## config.mk

```make
export PLATFORM = sky130hd
export DESIGN_NAME = wash_sequencer
export DESIGN_NICKNAME = d
export VERILOG_FILES = /design/src/rtl/wash_sequencer.sv
export SDC_FILE = /design/constraint.sdc
export NUM_CORES = 1
export LEC_CHECK = 0
export CORE_AREA = 2 2 98 100
export CTS_BUF_LIST = sky130_fd_sc_hd__clkbuf_4 sky130_fd_sc_hd__clkbuf_8 sky130_fd_sc_hd__clkbuf_16
export DETAILED_ROUTE_END_ITERATION = 10
export DIE_AREA = 0 0 100 102
export GPL_TIMING_DRIVEN = 0
export PLACE_DENSITY = 0.72
export SETUP_SLACK_MARGIN = 0.05
export SYNTH_ARGS = -nofsm -noshare
export SYNTH_HDL_FRONTEND = slang
export SYNTH_SLANG_ARGS = --single-unit
```

## constraint.sdc

```tcl
create_clock -name clk -period 3 [get_ports clk]
set_clock_uncertainty 0.2 [all_clocks]
set_input_delay 0.75 -clock clk [delete_from_list [all_inputs] [get_ports clk]]
set_output_delay 0.75 -clock clk [all_outputs]
set_load 0.1 [all_outputs]
```

## src/rtl/wash_sequencer.sv

```systemverilog
// Wash-stage phase sequencer: steps FILL/WASH/DRAIN/RINSE/SPIN on a prescaled 1 s tick,
// with pause/resume, abort and registered display/actuator outputs.
module wash_sequencer #(
  parameter int TICK_DIV = 100_000_000
) (
  input  logic       clk,
  input  logic       rst,
  input  logic       start,
  input  logic [1:0] mode,
  input  logic       pause_tgl,
  input  logic       abort,
  input  logic       ack,
  output logic       busy,
  output logic       done,
  output logic       buzzer,
  output logic [2:0] phase,
  output logic [7:0] remain,
  output logic [7:0] st_light,
  output logic [7:0] wt_light,
  output logic       valve_in,
  output logic       valve_out,
  output logic       motor
);

  typedef enum logic [2:0] {
    IDLE  = 3'd0,
    FILL  = 3'd1,
    WASH  = 3'd2,
    DRAIN = 3'd3,
    RINSE = 3'd4,
    SPIN  = 3'd5,
    DONE  = 3'd6
  } phase_t;

  localparam int            PW         = $clog2(TICK_DIV);
  localparam logic [PW-1:0] PRESC_LAST = PW'(TICK_DIV - 1);
  localparam logic [4:0]    FILL_LEN   = 5'd8;
  localparam logic [4:0]    DRAIN_LEN  = 5'd8;
  localparam logic [4:0]    RINSE_LEN  = 5'd5;
  localparam logic [1:0]    MODE_DRY   = 2'b00;

  function automatic logic [4:0] wash_len(input logic [1:0] m);
    case (m)
      2'b01:   return 5'd10;
      2'b10:   return 5'd20;
      2'b11:   return 5'd30;
      default: return 5'd0;
    endcase
  endfunction

  function automatic logic [1:0] rinse_num(input logic [1:0] m);
    return m;  // quick 1, standard 2, heavy 3, dry 0
  endfunction

  function automatic logic [4:0] spin_len(input logic [1:0] m);
    case (m)
      2'b10:   return 5'd8;
      2'b11:   return 5'd10;
      default: return 5'd5;
    endcase
  endfunction

  function automatic logic [7:0] total_len(input logic [1:0] m);
    case (m)
      2'b01:   return 8'd52;
      2'b10:   return 8'd86;
      2'b11:   return 8'd119;
      default: return 8'd5;
    endcase
  endfunction

  phase_t        phase_q, phase_d;
  logic          paused_q, paused_d;
  logic [PW-1:0] presc_q, presc_d;
  logic [4:0]    cnt_q, cnt_d;
  logic [1:0]    rinse_q, rinse_d;
  logic [1:0]    mode_q, mode_d;
  logic          washed_q, washed_d;
  logic [7:0]    remain_d, wt_d;
  logic          tick;
  logic          busy_d, done_d, vin_d, vout_d, motor_d;
  logic [7:0]    st_d;

  // State register; every output is a flop, so abort/reset values appear cleanly.
  always_ff @(posedge clk or negedge rst) begin
    if (!rst) begin
      phase_q   <= IDLE;
      paused_q  <= 1'b0;
      presc_q   <= '0;
      cnt_q     <= '0;
      rinse_q   <= '0;
      mode_q    <= '0;
      washed_q  <= 1'b0;
      remain    <= '0;
      wt_light  <= '0;
      busy      <= 1'b0;
      done      <= 1'b0;
      st_light  <= '0;
      valve_in  <= 1'b0;
      valve_out <= 1'b0;
      motor     <= 1'b0;
    end else begin
      // NOTE: non-blocking here so every flop samples pre-edge values regardless of statement order.
      phase_q   <= phase_d;
      paused_q  <= paused_d;
      presc_q   <= presc_d;
      cnt_q     <= cnt_d;
      rinse_q   <= rinse_d;
      mode_q    <= mode_d;
      washed_q  <= washed_d;
      remain    <= remain_d;
      wt_light  <= wt_d;
      busy      <= busy_d;
      done      <= done_d;
      st_light  <= st_d;
      valve_in  <= vin_d;
      valve_out <= vout_d;
      motor     <= motor_d;
    end
  end

  assign phase  = phase_q;
  assign buzzer = done;

  // Next-state logic; priority is abort > ack > start > pause_tgl > tick.
  always_comb begin
    // NOTE: hold-value defaults up front keep this block free of inferred latches.
    phase_d  = phase_q;
    paused_d = paused_q;
    presc_d  = presc_q;
    cnt_d    = cnt_q;
    rinse_d  = rinse_q;
    mode_d   = mode_q;
    washed_d = washed_q;
    remain_d = remain;
    wt_d     = wt_light;
    tick     = 1'b0;

    if (abort) begin
      phase_d  = IDLE;
      paused_d = 1'b0;
      presc_d  = '0;
      cnt_d    = '0;
      rinse_d  = '0;
      washed_d = 1'b0;
      remain_d = '0;
      wt_d     = '0;
    end else begin
      case (phase_q)
        IDLE: begin
          if (start) begin
            mode_d   = mode;
            presc_d  = '0;
            paused_d = 1'b0;
            washed_d = 1'b0;
            rinse_d  = rinse_num(mode);
            remain_d = total_len(mode);
            wt_d     = '0;
            if (mode == MODE_DRY) begin
              phase_d = SPIN;
              cnt_d   = spin_len(mode);
            end else begin
              phase_d = FILL;
              cnt_d   = FILL_LEN;
            end
          end
        end
        DONE: begin
          if (ack) phase_d = IDLE;
        end
        FILL, WASH, DRAIN, RINSE, SPIN: begin
          // A pausing edge holds the prescaler; a resuming edge already counts,
          // so the held span equals the cycles spent paused.
          paused_d = paused_q ^ pause_tgl;
          if (!paused_d) begin
            if (presc_q == PRESC_LAST) begin
              presc_d = '0;
              tick    = 1'b1;
            end else begin
              presc_d = presc_q + 1'b1;
            end
          end
        end
        default: begin
          phase_d  = IDLE;
          paused_d = 1'b0;
        end
      endcase

      if (tick) begin
        remain_d = (remain == 8'd0) ? 8'd0 : remain - 8'd1;
        case (phase_q)
          FILL:        wt_d = {wt_light[6:0], 1'b1};
          DRAIN:       wt_d = {1'b0, wt_light[7:1]};
          WASH, RINSE: wt_d = 8'hFF;
          default:     wt_d = 8'h00;
        endcase
        if (cnt_q > 5'd1) begin
          cnt_d = cnt_q - 5'd1;
        end else begin
          case (phase_q)
            FILL: begin
              if (washed_q) begin
                phase_d = RINSE;
                cnt_d   = RINSE_LEN;
              end else begin
                phase_d  = WASH;
                cnt_d    = wash_len(mode_q);
                washed_d = 1'b1;
              end
            end
            WASH: begin
              phase_d = DRAIN;
              cnt_d   = DRAIN_LEN;
            end
            RINSE: begin
              phase_d = DRAIN;
              cnt_d   = DRAIN_LEN;
              rinse_d = rinse_q - 2'd1;
            end
            DRAIN: begin
              if (rinse_q != 2'd0) begin
                phase_d = FILL;
                cnt_d   = FILL_LEN;
              end else begin
                phase_d = SPIN;
                cnt_d   = spin_len(mode_q);
              end
            end
            SPIN: begin
              phase_d = DONE;
              cnt_d   = '0;
            end
            default: phase_d = IDLE;
          endcase
        end
      end
    end
  end

  // Output decode from the next state, registered alongside it.
  always_comb begin
    busy_d  = 1'b0;
    done_d  = 1'b0;
    st_d    = '0;
    vin_d   = 1'b0;
    vout_d  = 1'b0;
    motor_d = 1'b0;
    case (phase_d)
      FILL:  begin busy_d = 1'b1; st_d[0] = 1'b1; vin_d = 1'b1; end
      WASH:  begin busy_d = 1'b1; st_d[1] = 1'b1; motor_d = 1'b1; end
      DRAIN: begin busy_d = 1'b1; st_d[2] = 1'b1; vout_d = 1'b1; end
      RINSE: begin busy_d = 1'b1; st_d[3] = 1'b1; motor_d = 1'b1; end
      SPIN:  begin busy_d = 1'b1; st_d[4] = 1'b1; vout_d = 1'b1; motor_d = 1'b1; end
      DONE:  begin done_d = 1'b1; st_d[5] = 1'b1; end
      default: ;
    endcase
    st_d[6] = busy_d;
    st_d[7] = paused_d;
    if (paused_d) begin
      vin_d   = 1'b0;
      vout_d  = 1'b0;
      motor_d = 1'b0;
    end
  end

endmodule

```

==> flow_metrics.tcl <==
set metrics [dict create \
    power.leakage_uw 0.002100 \
    synth_area_sq_um 4033 \
    fp.coreArea_sq_um 9109 \
    critPathLaunchType "flop" \
    regArea_sq_um 1677 \
    slowest_delay_ps 1160 \
    status "complete, no violations" \
    drv_slew 0 \
    endpoint_kind "primary output" \
    antenna_left 0 \
    vdd_ir_drop_max_mv 0.1896 \
    clk_latency_ps 350 \
    path_cells "clkdlybuf4s50_1" \
    grt_max_degree 68 \
    grt_pass1_wl_um 16300 \
    dieArea_sq_um 10200 \
    cp_top_family "buffers and inverters" \
    synth_cell_types 62 \
    clock_sinks 67 \
    period_minus_slack_ps 2867 \
    synth_ff_type "dfrtp_1" \
    synthCells 451 \
    power_uw 2192 \
    ys_seq_elements 67 \
    worstMarginPinSlew_ps 982.8 \
    critPathKind "reg2out" \
    die_y_um 102 \
    yosysWarnings 0 \
    cts_buffers 9 \
    r2r_cells 6 \
    grt_setup_unrepaired "false" \
    worstReg2RegStart "presc_q[11]$_DFFE_PN0P_" \
    area_growth_syn_to_layout_pct 19.83 \
    finalWirelength_um 9651 \
    num_rows 35 \
    clockRootBuffer "clkbuf_8" \
    drive_gt1_frac 0.1100 \
    hold_end "rinse_q[0]$_DFF_PN0_" \
    layout_commonest_cell "nor2_1" \
    fill_cells 855 \
    wl_per_cell_um 15.57 \
    hp-start "rinse_q[0]$_DFF_PN0_" \
    async_flop_share 1.000 \
    die_w_um 100 \
    slew_headroom 0.3427 \
    max_cap_violations 0 \
    hold_viol 0 \
    avgSynthCellArea_sq_um 8.942 \
    track_usage 0.1994 \
    r2r-end "motor$_DFF_PN0_" \
    cp_max_fo 5 \
    first_pass_iters 4 \
    fin_nets 524 \
    synth-edff-count 0 \
    antenna_cells 0 \
    path_buf_inv 1 \
    cts_buffer_depth 2 \
    r2r_setup_slack_ps 350 \
    cp.required_ps 2050 \
    crit_arrival_ps 1920 \
    holdWs_ps 272.0 \
    htree_levels 3 \
    fmax_mhz 348.8 \
    multi_input_area_sq_um 2170 \
    cts_tree "done" \
    synthesis.nets 470 \
    layout_common_cells "nor2_1, dfrtp_1, nand2_1" \
    clkTransAtPathRegs_ps 80 \
    hold_path_class "reg2reg" \
    finalWeightedCongestion 0.8806 \
    synth-seq-area-share 0.4158 \
    route.vias.total 3507 \
    ctsHoldBuffers 0 \
    crit_slowest_cell "clkdlybuf4s50_1" \
    drt_iter0_drc 150 \
    dp_hpwl_um 6671 \
    antenna_found_initial 0 \
    viasPerCell 5.656 \
    drcViolationCount 0 \
    setup_viol 0 \
    postLayoutCoreUtil 0.5305 \
    port_buffers 40 \
    start_util 0.4427 \
    pin_count 41 \
    power.density_nw_per_um2 453.7 \
    holdPathStages 1 \
    fin_crit_sh 0.9557 \
    grt_pass1_vias 3291 \
    gr-total-overflow 0 \
]
[layer usage]
| layer | up-vias | track usage | wire [um] |
|---|---|---|---|
| met5 | - | 0 | 0 |
| met1 | 1707 | 0.2802 | 4441 |
| li1 | 1702 | - | - |
| met3 | 15 | 0.04036 | 510 |
| met4 | 0 | 0.06322 | 171 |
| met2 | 83 | 0.3119 | 4528 |
[final cells by class]
type                    count  area share
well taps                 111     0.02874
flip-flops and latches     67      0.3470
repair buffers             43     0.09011
plain buffers              25     0.02745
clock buffers              12     0.03418
inverters                  18     0.01398
multi-input cells         341      0.4490
clock inverters             3    0.009581
[flip-flops by register name, indices dropped and copies added, names as in the netlist]
| signal | cells |
|---|---|
| cnt_q | 5 |
| mode_q | 2 |
| motor | 1 |
| paused_q | 1 |
| phase | 3 |
| presc_q | 27 |
| remain | 8 |
| rinse_q | 2 |
| st_light | 7 |
| valve_in | 1 |
| valve_out | 1 |
| washed_q | 1 |
| wt_light | 8 |
[how the worst max path moves through the flow]
stage                     startpoint                       to  slack, ps  cells after the start
2_1_floorplan     phase[2]$_DFF_PN0_  presc_q[16]$_DFFE_PN0P_        140                      8
3_3_place_gp                     rst  presc_q[13]$_DFFE_PN0P_      -1280                      1
3_5_place_dp               pause_tgl  presc_q[15]$_DFFE_PN0P_       -500                      8
4_1_cts        remain[4]$_DFFE_PN0P_                remain[4]         50                      1
5_1_grt        st_light[6]$_DFF_PN0_              st_light[6]         70                      2
6_report       remain[6]$_DFFE_PN0P_                remain[6]        130                      1
[per-stage QoR]
step	worst slack, ps	area (sq um)	setup TNS (ps)	cells
6_report	133.0	4832	0	620
5_1_grt	66.77	4832	0	620
4_1_cts	51.56	4800	0	619
3_5_place_dp	-498.6	4569	-14760	602
3_3_place_gp	-1283	4572	-99750	602
2_1_floorplan	144.9	4033	0	451
[Yosys cell counts, types with 3 or more instances]
| master | number | area share |
|---|---|---|
| xor2_1 | 6 | 0.013 |
| nor4b_2 | 3 | 0.011 |
| dfrtp_1 | 67 | 0.42 |
| nor2b_1 | 8 | 0.012 |
| a211oi_1 | 8 | 0.015 |
| nor2_1 | 70 | 0.065 |
| nor4_1 | 3 | 0.0047 |
| clkbuf_1 | 10 | 0.0093 |
| xnor2_1 | 21 | 0.046 |
| mux2_2 | 3 | 0.0084 |
| a31oi_1 | 3 | 0.0047 |
| nand4_1 | 5 | 0.0078 |
| ha_1 | 11 | 0.034 |
| o21a_1 | 3 | 0.0056 |
| nor3_1 | 12 | 0.015 |
| and3_1 | 5 | 0.0078 |
| nand2b_1 | 5 | 0.0078 |
| nor3_2 | 5 | 0.012 |
| inv_1 | 18 | 0.017 |
| buf_2 | 6 | 0.0074 |
| buf_4 | 4 | 0.0074 |
| or3_1 | 6 | 0.0093 |
| or4_1 | 3 | 0.0056 |
| o211ai_1 | 5 | 0.0093 |
| nand2_1 | 37 | 0.034 |
| and4_1 | 5 | 0.011 |
| a22o_1 | 7 | 0.015 |
| mux2i_1 | 3 | 0.0074 |
| o21ai_0 | 23 | 0.029 |
| nor3b_1 | 4 | 0.0074 |
| nand3_1 | 13 | 0.016 |
| a21oi_1 | 25 | 0.031 |
| o31ai_1 | 7 | 0.013 |
[timing repair]
item                                   4_1_cts  5_1_grt
endpoints found under the hold margin        0        0
buffers inserted                             2        1
pin swaps                                    1        0
resized for setup                            3        8
setup endpoints to repair                   24       11
[where the power goes]
group	internal [uW]	total [uW]	switching [uW]
logic	129	426	296
registers	929	957	28.6
clock network	449	809	360
[cells by family (layout without fill, tap and decap cells)]
family,Yosys count,count (layout),synth area share
multiplexers,6,6,0.01582
AO/OA/AOI/OAI,97,97,0.1586
buffers and inverters,43,101,0.04964
adder cells (fa/ha/maj),11,11,0.03413
XOR/XNOR,27,27,0.05864
AND/OR/NAND/NOR,200,200,0.2675
flip-flops,67,67,0.4158
(Power assumes the default switching activity.)
==> patch, RTL diff (config.mk and constraints unchanged) <==
The parameter `TICK_DIV` goes from 100_000_000 to 25_000_000.
--- a/src/rtl/wash_sequencer.sv
+++ b/src/rtl/wash_sequencer.sv
@@ -1,7 +1,7 @@
 // Wash-stage phase sequencer: steps FILL/WASH/DRAIN/RINSE/SPIN on a prescaled 1 s tick,
 // with pause/resume, abort and registered display/actuator outputs.
 module wash_sequencer #(
-  parameter int TICK_DIV = 100_000_000
+  parameter int TICK_DIV = 25_000_000
 ) (
   input  logic       clk,
   input  logic       rst,
Behaviour: no difference found for any inputs over 4 cycles, from zero or initial values and one cycle with rst low; that may be too few to reach the edited logic, so the function may still have changed.
==> patch against the unedited design <==
Synthesized area fell by 2.0%. Final area decreased by 1.6%. Power rose by 3.0%. Fmax fell by 0.74%. Wire length grew 7.1%. Critical path type unchanged. Setup slack lost 0.021 ns. Sequential cell count is 2 lower. Via count is 3.3% higher.
==> patch: results (changes against the unedited design) <==
IO buf count 39 (-2.5%); Synth Area per Inst 8.50 µm² (-4.9%); DR iter-0 viols 221 (+47%); Final Routed Wirelength 10.3 mm (+7.1%); register area share after synthesis 41.1% (-0.44 points); worst hold path class in -> async; worst r2r path cells 7 (+1); hpwl dp 7.22 mm (+8.3%); fill count 875 (+2.3%); peak supply drop 0.000232 V (+23%); layout cell share with drive strength beyond 1 8.64% (-2.4 points); worst r2r src presc_q[6]; count of cell types in the netlist 56 (-9.7%); routability cong. 0.922 (+4.6%); first-pass GRT wire length 17.0 mm (+4.6%); outcome finished, final reports clean; biggest regs presc_q x25, remain x8, wt_light x8; DR vias 3622 (+3.3%); Slew headroom 31.4% (-2.9 points); Placed Instances 615 (+2.2%); Via density 5.73 (+1.3%); synth top area cells dfrtp_1, nor2_1, nand2_1; pin count of the biggest net entering global routing 66 (-2.9%); vias in the first global route 3478 (+5.7%); arrival time at the worst endpoint 1.94 ns (+0.02 ns)
-- patch: cell types whose count changed in the layout (fill, tap and decap cells not counted), moves of 5 or more --
cell,before,now
nor2_1,70,61
and2_1,1,7
o21ai_0,23,28
nand2_1,37,44
nand4_1,5,11
xor2_1,6,17
a22o_1,7,0
xnor2_1,20,4
nand3_1,13,33
-- patch: worst max-delay path by stage --
| stage | slack, ns | to | cells past startpoint | from |
|---|---|---|---|---|
| after floorplan | 0.18 | remain[1] | 6 | phase[1] |
| after global placement | -1.21 | st_light[1] | 1 | rst |
| after detailed placement | -0.48 | presc_q[21] | 7 | start |
| after CTS | 0.07 | remain[2] | 1 | remain[2] |
| after global routing | 0.05 | wt_light[6] | 1 | wt_light[6] |
| final | 0.11 | remain[4] | 1 | remain[4] |
-- patch: cell families after synthesis --
kind of cell / Yosys count / share of synthesized area [%]
AND/OR/NAND/NOR: 220 / 28.7
AO/OA/AOI/OAI: 99 / 15.3
flip-flops: 65 / 41.1
buffers and inverters: 41 / 4.56
XOR/XNOR: 22 / 4.87
adder cells (fa/ha/maj): 11 / 3.48
multiplexers: 7 / 1.90
-- patch: power breakdown --
| group | total [mW] | internal (mW) | leakage [nW] | switching [mW] |
|---|---|---|---|---|
| sequential | 0.942 | 0.906 | 0.889 | 0.0361 |
| clock | 0.845 | 0.499 | 0.117 | 0.346 |
| combinational | 0.471 | 0.137 | 1.00 | 0.334 |
| total | 2.26 | 1.54 | 2.01 | 0.717 |
-- patch: through the flow --
stage / total power, mW / setup slack, ns / setup TNS (ns) / hold slack [ns]
floorplan: 1.29 / 0.180 / 0 / 0.253
global placement: 1.41 / -1.21 / -87.00 / 0.274
detailed placement: 1.42 / -0.477 / -8.31 / 0.303
CTS: 2.26 / 0.0710 / 0 / 0.313
global route: 2.36 / 0.0540 / 0 / 0.327
finish: 2.26 / 0.112 / 0 / 0.295
-- patch: area by class of cell --
cell class	count	area share, %
Buffer	22	2.29
Clock buffer	11	3.05
Clock inverter	5	1.66
Inverter	19	1.50
Multi-Input combinational cell	359	46.0
Sequential cell	65	34.2
Tap cell	111	2.92
Timing Repair Buffer	40	8.39
-- patch: per-layer routing --
metal	track usage (%)	share of wire [%]	up-vias
met1	27.5	45	1771
met5	0	0	-
met4	8.43	1.7	0
li1	-	-	1747
met2	35.2	49	92
met3	3.08	4.0	12
-- patch: timing repair --
action | CTS | global route
gates resized for setup | 4 | 8
pin swaps | 0 | 1
cloned | 0 | 0
setup buffers | 1 | 0
endpoints found under the setup margin | 19 | 20
